`config.mk`:
```
export PLATFORM = sky130hd
export DESIGN_NAME = apb_slave_regfile
export DESIGN_NICKNAME = d
export VERILOG_FILES = /design/src/rtl/apb_slave_regfile.sv
export SDC_FILE = /design/constraint.sdc
export NUM_CORES = 1
export LEC_CHECK = 0
export ABC_AREA = 1
export CAP_MARGIN = 20
export CORE_MARGIN = 4
export CORE_UTILIZATION = 54
export DETAILED_ROUTE_END_ITERATION = 6
export GPL_TIMING_DRIVEN = 1
export PLACE_DENSITY = 0.74
export SYNTH_ARGS = -nofsm -noshare
export SYNTH_HDL_FRONTEND = slang
export SYNTH_SLANG_ARGS = --single-unit
```
`constraint.sdc`:
```
create_clock -name i_PCLK -period 1.6 [get_ports i_PCLK]
set_input_delay 0.32 -clock i_PCLK [delete_from_list [all_inputs] [get_ports i_PCLK]]
set_output_delay 0.32 -clock i_PCLK [all_outputs]
set_load 0.01 [all_outputs]
```
`src/rtl/apb_slave_regfile.sv`:
```
// apb_slave_regfile
//   APB completer holding a bank of DEPTH read/write registers. It inserts
//   a programmable number of wait states per transfer. Out-of-range
//   addresses get an error response and are tallied in a saturating
//   error counter.
//
// Ports
//   i_PCLK          APB clock, rising-edge active
//   i_PRESETn       asynchronous active-low reset
//   i_PSEL          slave select
//   i_PENABLE       access-phase indicator
//   i_PWRITE        1 = write, 0 = read (sampled in the completing cycle)
//   i_PADDR         word address (sampled in the completing cycle)
//   i_PWDATA        write data (sampled in the completing cycle)
//   i_wait_cycles   wait states per transfer, sampled in the setup phase
//   o_PREADY        transfer complete
//   o_PRDATA        read data, non-zero only on a good completing read
//   o_PSLVERR       error response, only while o_PREADY is high
//   o_err_count     saturating count of errored transfers
module apb_slave_regfile #(
  parameter int DATA_W = 8,
  parameter int ADDR_W = 8,
  parameter int DEPTH  = 16,
  parameter int WAIT_W = 4,
  parameter int ERR_W  = 8
) (
  input  logic              i_PCLK,
  input  logic              i_PRESETn,
  input  logic              i_PSEL,
  input  logic              i_PENABLE,
  input  logic              i_PWRITE,
  input  logic [ADDR_W-1:0] i_PADDR,
  input  logic [DATA_W-1:0] i_PWDATA,
  input  logic [WAIT_W-1:0] i_wait_cycles,
  output logic              o_PREADY,
  output logic [DATA_W-1:0] o_PRDATA,
  output logic              o_PSLVERR,
  output logic [ERR_W-1:0]  o_err_count
);

  localparam int IDX_W = (DEPTH > 1) ? $clog2(DEPTH) : 1;

  typedef enum logic {
    IDLE,
    ACCESS
  } state_t;

  state_t            state_q, state_d;
  logic [WAIT_W-1:0] cnt_q, cnt_d;
  logic [ERR_W-1:0]  errCount_q, errCount_d;
  logic [DATA_W-1:0] regs_q [DEPTH];

  logic              addrErr;
  logic              ready;
  logic              wrEn;
  logic [IDX_W-1:0]  idx;

  // Range check is done on a 32-bit zero-extended copy so the compare
  // against DEPTH is width-exact whatever ADDR_W is. The register index
  // is only ever used when addrErr is low.
  always_comb begin
    addrErr = ({{(32-ADDR_W){1'b0}}, i_PADDR} >= 32'(DEPTH));
    idx     = i_PADDR[IDX_W-1:0];
  end

  // Completion is purely combinational, so a zero-wait transfer finishes
  // in its first access cycle and the outputs drop the instant reset hits.
  always_comb begin
    ready     = (state_q == ACCESS) && i_PSEL && i_PENABLE && (cnt_q == '0);
    wrEn      = ready && i_PWRITE && !addrErr;
    o_PREADY  = ready;
    o_PSLVERR = ready && addrErr;
    o_PRDATA  = '0;
    if (ready && !i_PWRITE && !addrErr) begin
      o_PRDATA = regs_q[idx];
    end
    o_err_count = errCount_q;
  end

  // Next-state logic. A setup phase seen while already in ACCESS restarts
  // the wait count rather than going back through IDLE. Dropping PSEL
  // mid-transfer abandons it with no side effects.
  always_comb begin
    state_d    = state_q;
    cnt_d      = cnt_q;
    errCount_d = errCount_q;
    unique case (state_q)
      IDLE: begin
        if (i_PSEL && !i_PENABLE) begin
          state_d = ACCESS;
          cnt_d   = i_wait_cycles;
        end
      end
      ACCESS: begin
        if (!i_PSEL) begin
          state_d = IDLE;
        end else if (!i_PENABLE) begin
          cnt_d = i_wait_cycles;
        end else if (cnt_q == '0) begin
          state_d = IDLE;
        end else begin
          cnt_d = cnt_q - 1'b1;
        end
      end
      default: state_d = IDLE;
    endcase
    if (ready && addrErr && (errCount_q != '1)) begin
      errCount_d = errCount_q + 1'b1;
    end
  end

  // Control state and error counter.
  always_ff @(posedge i_PCLK or negedge i_PRESETn) begin
    if (!i_PRESETn) begin
      state_q    <= IDLE;
      cnt_q      <= '0;
      errCount_q <= '0;
    end else begin
      state_q    <= state_d;
      cnt_q      <= cnt_d;
      errCount_q <= errCount_d;
    end
  end

  // Register bank: written only on a good completing write.
  always_ff @(posedge i_PCLK or negedge i_PRESETn) begin
    if (!i_PRESETn) begin
      for (int i = 0; i < DEPTH; i++) begin
        regs_q[i] <= '0;
      end
    end else if (wrEn) begin
      regs_q[idx] <= i_PWDATA;
    end
  end

endmodule

```
Word-level counts from Yosys, hierarchy flattened

Cells that the tools add are included.

$add $sub $neg: 2
$lt $le $gt $ge: 3
Equality and inequality tests: 4
Muxes and demuxes: 17
Bitwise gates (word level): 2
Reductions and logical operators: 16

Operators by type and width:

| operator                                                   | count |
|---|---|
| bitwise mux 128 bit                                        | 1 |
| binary-select mux 8 bit (select 4 bit)                     | 1 |
| demux 8 bit (select 4 bit)                                 | 1 |
| two-way mux 8 bit                                          | 4 |
| two-way mux 4 bit                                          | 4 |
| logical AND 1 bit                                          | 11 |
| adder 8 x 1 -> 8 bit, second input constant                | 1 |
| >= comparator 8 x 5 -> 1 bit, second input constant        | 1 |
| != test 8 bit, second input constant                       | 1 |
| one-hot mux 4 bit (2 select lines)                         | 1 |
| >= comparator 5 bit, second input constant                 | 1 |
| less-than comparator 5 x 1 -> 1 bit, second input constant | 1 |
| inverter 4 -> 5 bit                                        | 1 |
| logical NOT 4 bit                                          | 1 |
| two-way mux 1 bit                                          | 4 |
| != test 2 bit, second input constant                       | 2 |
| subtractor 4 x 1 -> 4 bit, second input constant           | 1 |
| logical NOT 1 bit                                          | 3 |
| != test 3 bit, second input constant                       | 1 |
| AND reduction 3 bit                                        | 1 |
| one-hot mux 1 bit (2 select lines)                         | 1 |
| inverter 1 bit                                             | 1 |

Flip-flop bits (word level): 141
Word-level logic and storage cells: 63

Logic depth before layout (Yosys ltp)

Depth after elaboration: 6
Gate-level depth with buffers: 10
Depth with buffers taken out: 9

Worst setup path after synthesis

No wires, ideal clock.

Path type: register -> output
Start point: register cnt_q[0]
End point: output port o_PRDATA[0]
Data arrival time: 1.422 ns
Data required time: 1.280 ns
Setup slack: -0.142 ns
Stages on the path, launching flop included: 7
Buffers on the path: 0
Cells stage by stage: dfrtp_1 > inv_1 > ha_1 > nand4_4 > nor2_1 > nand2_1 > nor2_1

Word-level cells in the longest chain between the ends: 5

RTL lines:

| item                            | line | source |
|---|---|---|
| start, declared                 | 49   | `logic [WAIT_W-1:0] cnt_q, cnt_d;` |
| start signal, assigned          | 120  | `cnt_q <= cnt_d;` |
| logical NOT 4 bit               | 69   | `ready = (state_q == ACCESS) && i_PSEL && i_PENABLE && (cnt_q == '0);` |
| logical AND 1 bit               | 69   |  |
| logical AND 1 bit (2 in series) | 74   | `if (ready && !i_PWRITE && !addrErr) begin` |
| two-way mux 8 bit               | 74   |  |
| end, declared                   | 36   | `output logic [DATA_W-1:0] o_PRDATA,` |

No other way between the ends.

Worst setup path after layout

Start point: register cnt_q[0]
End point: output port o_PRDATA[1]

Same word-level chain as after synthesis.

==> impl_metrics.csv <==
group,metric,value,unit
status,outcome,"complete, but fails checks",
status,violations,"setup timing",
logic_synthesis,synth_compound_area_frac,0.0122,
timing,slew-limit-headroom,0.490,
finish,num-fill-cells,916,
power,power,9170,µW
global_routing,grt_usage,0.318,
job,cap_violations,0,
global_routing,grt_max_degree,145,
floorplan,core,13800,µm²
logic_synthesis,synth_area_per_cell,7.40,µm²
logic_synthesis,yosys_warnings,0,
finish,drive_above_1_share,0.283,
timing,worst_pin_slew,0.765,ns
logic_synthesis,synth_top_cell_area_share,0.464,
power,vdd_ir_drop_max,0.888,mV
timing,final_hold_viol_count,0,
worst_setup_path,cp_data_arrival_time,1.83,ns
finish,design_area,10600,µm²
clock_network,clock_path_buffers,2,
place,gp_routability_congestion,0.980,
drt,routed_via_density,5.79,
place,dpl.hpwl,15100,µm
drt,wirelength,25200,µm
global_routing,grt_pass1_wl,40100,µm
worst_setup_path,start_kind,"flip-flop",
drt,ant_nets,0,
logic_synthesis,synthXorXnorAreaFrac,0.00691,
floorplan,rows,43,
logic_synthesis,yosys.area_share.simple,0.448,
worst_setup_path,critPathKind,"flip-flop to output pin",
place,numPortBuffers,42,
global_routing,antenna_found_initial,0,
finish,antenna_cells,0,
timing,fmax,465,MHz
power,p_leak,0.00560,µW
timing,rsz0062_at_grt,"yes",
logic_synthesis,yosys.area.top_type,"dfrtp_1",
logic_synthesis,synth_mux_area_frac,0,
drt,num_vias,8031,
logic_synthesis,synthAdderAreaFrac,0.00494,
timing,layout_setup_ws,-0.551,ns
floorplan,die_x,127,µm
finish,final_net_count,1222,
place,dp_cells,1327,
clock_network,cts-root-buf,"clkbuf_16",
clock_network,h-tree-depth,4,
floorplan,die-area,16000,µm²
logic_synthesis,synthDistinctLibCells,27,
logic_synthesis,syn_inst,1027,
floorplan,fp.dieH,127,µm
finish,final_cells,1387,
timing,min_period,2.15,ns
drt,wl_per_cell,18.2,µm
logic_synthesis,synth_area,7600,µm²
finish,area_growth,39.2,%
global_routing,grt_overflow_total,0,
clock_network,cts_buffers,17,
floorplan,start_util,0.550,
logic_synthesis,yosys-top-cells-area,"dfrtp_1 46%, nand2_1 21%, nand4_1 11%",
logic_synthesis,syn_nets,1055,
clock_network,clkLatencyLatePin,0.44,ns
clock_network,cts_tree,"done",
power,powerDensity,866,nW/µm²
timing,min_period_over_period,1.34,
timing,slew_violations,0,
finish,final_common_cell,"nand2_1",
logic_synthesis,synth-seq-cells,141,
worst_setup_path,cp_max_fo,4,
clock_network,cts.sinks,141,
floorplan,boundaryPins,43,
global_routing,grt_pass1_vias,7763,
worst_setup_path,cp-end-kind,"output pin",
logic_synthesis,yosysSeqAreaShare,0.464,
drt,drc,0,
timing,setup_violations,146,
timing,skew,0.00600,ns
worst_setup_path,worstPathRequired,1.28,ns
drt,drtIter0Drc,1018,
place,post_dp_cell_area,9290,µm²
finish,layout_common_cells,"346 x nand2_1, 141 x dfrtp_1, 136 x nand4_1",
clock_network,clk_pin_slew,0.06,ns
hold_path,hold_class,"input port to async pin",
logic_synthesis,synth_top_family_by_area,"simple AND/OR/NAND/NOR gates",
drt,dr.pass1.iters,5,
[cells by family (layout without fill, tap and decap cells)]
group	Yosys count	in the layout
simple gates	748	748
flops	141	141
buf+inv	111	291
compound gates	18	18
xor+xnor	6	6
fa+ha+maj	3	3
[worst max-delay path, stage by stage (launching register included)]
cell     delay [ns]
dfrtp_1        0.38
inv_2          0.08
ha_4           0.14
nand4_4        0.09
nor2_4         0.18
buf_6          0.15
buf_6          0.11
nand2_2        0.05
nor2_2         0.08
buf_2          0.14
[Yosys cell counts (all sizes together)]
cell and instances:
nand2 426, nor2 153, dfrtp 141, nand4 137, inv 52, buf 30
clkbuf 29, nand3 29, o21ai 16, xnor2 5, ha 3, a21boi 1
a21oi 1, and3 1, nand2b 1, or2 1, xor2 1
[timing repair]
item / 4_1_cts / 5_1_grt
hold buffers: 1 / 0
cloned: 3 / 0
setup endpoints to repair: 154 / 146
hold endpoints to repair: 25 / 0
buffers inserted: 22 / 4
pin swaps: 35 / 16
resized for setup: 132 / 70
[per-layer routing]
layer,track usage,part of all wire
met2,0.498,0.47
met4,0.150,0.050
met5,0,0
met1,0.420,0.39
met3,0.0733,0.092
[area by class of cell]
type / instances / area [µm²] / share of cell area
clock buffers: 22 / 494 / 0.0467
repair buffers: 207 / 2090 / 0.197
well taps: 180 / 225 / 0.0213
clock inverters: 10 / 159 / 0.0150
inverters: 52 / 200 / 0.0189
multi-input cells: 775 / 3890 / 0.368
flip-flops and latches: 141 / 3530 / 0.333
[flip-flops by register name, indices dropped and copies added (netlist names)]
register and count:
o_err_count 8, state_q 1, regs_q 128, cnt_q 4
[final timing paths]
check	startpoint	slack (ns)	depth (start not counted)	endpoint
setup reg to reg	cnt_q[0]	-0.51	12	regs_q[8]
max in group asynchronous	i_PRESETn	0.72	3	regs_q[107]
hold / removal	i_PRESETn	0.34	2	regs_q[80]
min in group i_PCLK	regs_q[123]	0.47	2	regs_q[123]
setup / recovery	cnt_q[0]	-0.55	9	o_PRDATA[1]
hold reg to reg	regs_q[123]	0.47	2	regs_q[123]
[stage by stage]
| stage | setup slack, ns | util | hold slack, ns | setup TNS (ns) |
|---|---|---|---|---|
| final | -0.551 | 0.766 | 0.342 | -52.19 |
| after detailed placement | -1.21 | 0.672 | 0.228 | -86.03 |
| after global placement | -1.19 | 0.672 | 0.233 | -83.44 |
| after CTS | -0.534 | 0.753 | 0.346 | -50.06 |
| after floorplan | 0.00315 | - | 0.0244 | 0 |
| after global routing | -0.614 | 0.766 | 0.378 | -66.21 |
[where the power goes]
part | leakage, µW | switching (µW) | total (µW) | internal (µW)
combinational | 0.00332 | 680 | 1160 | 480
clock | 0.000318 | 1540 | 4350 | 2810
sequential | 0.00196 | 39.2 | 3650 | 3620
total | 0.00560 | 2260 | 9170 | 6900
Power figures use the tool's default switching activity.
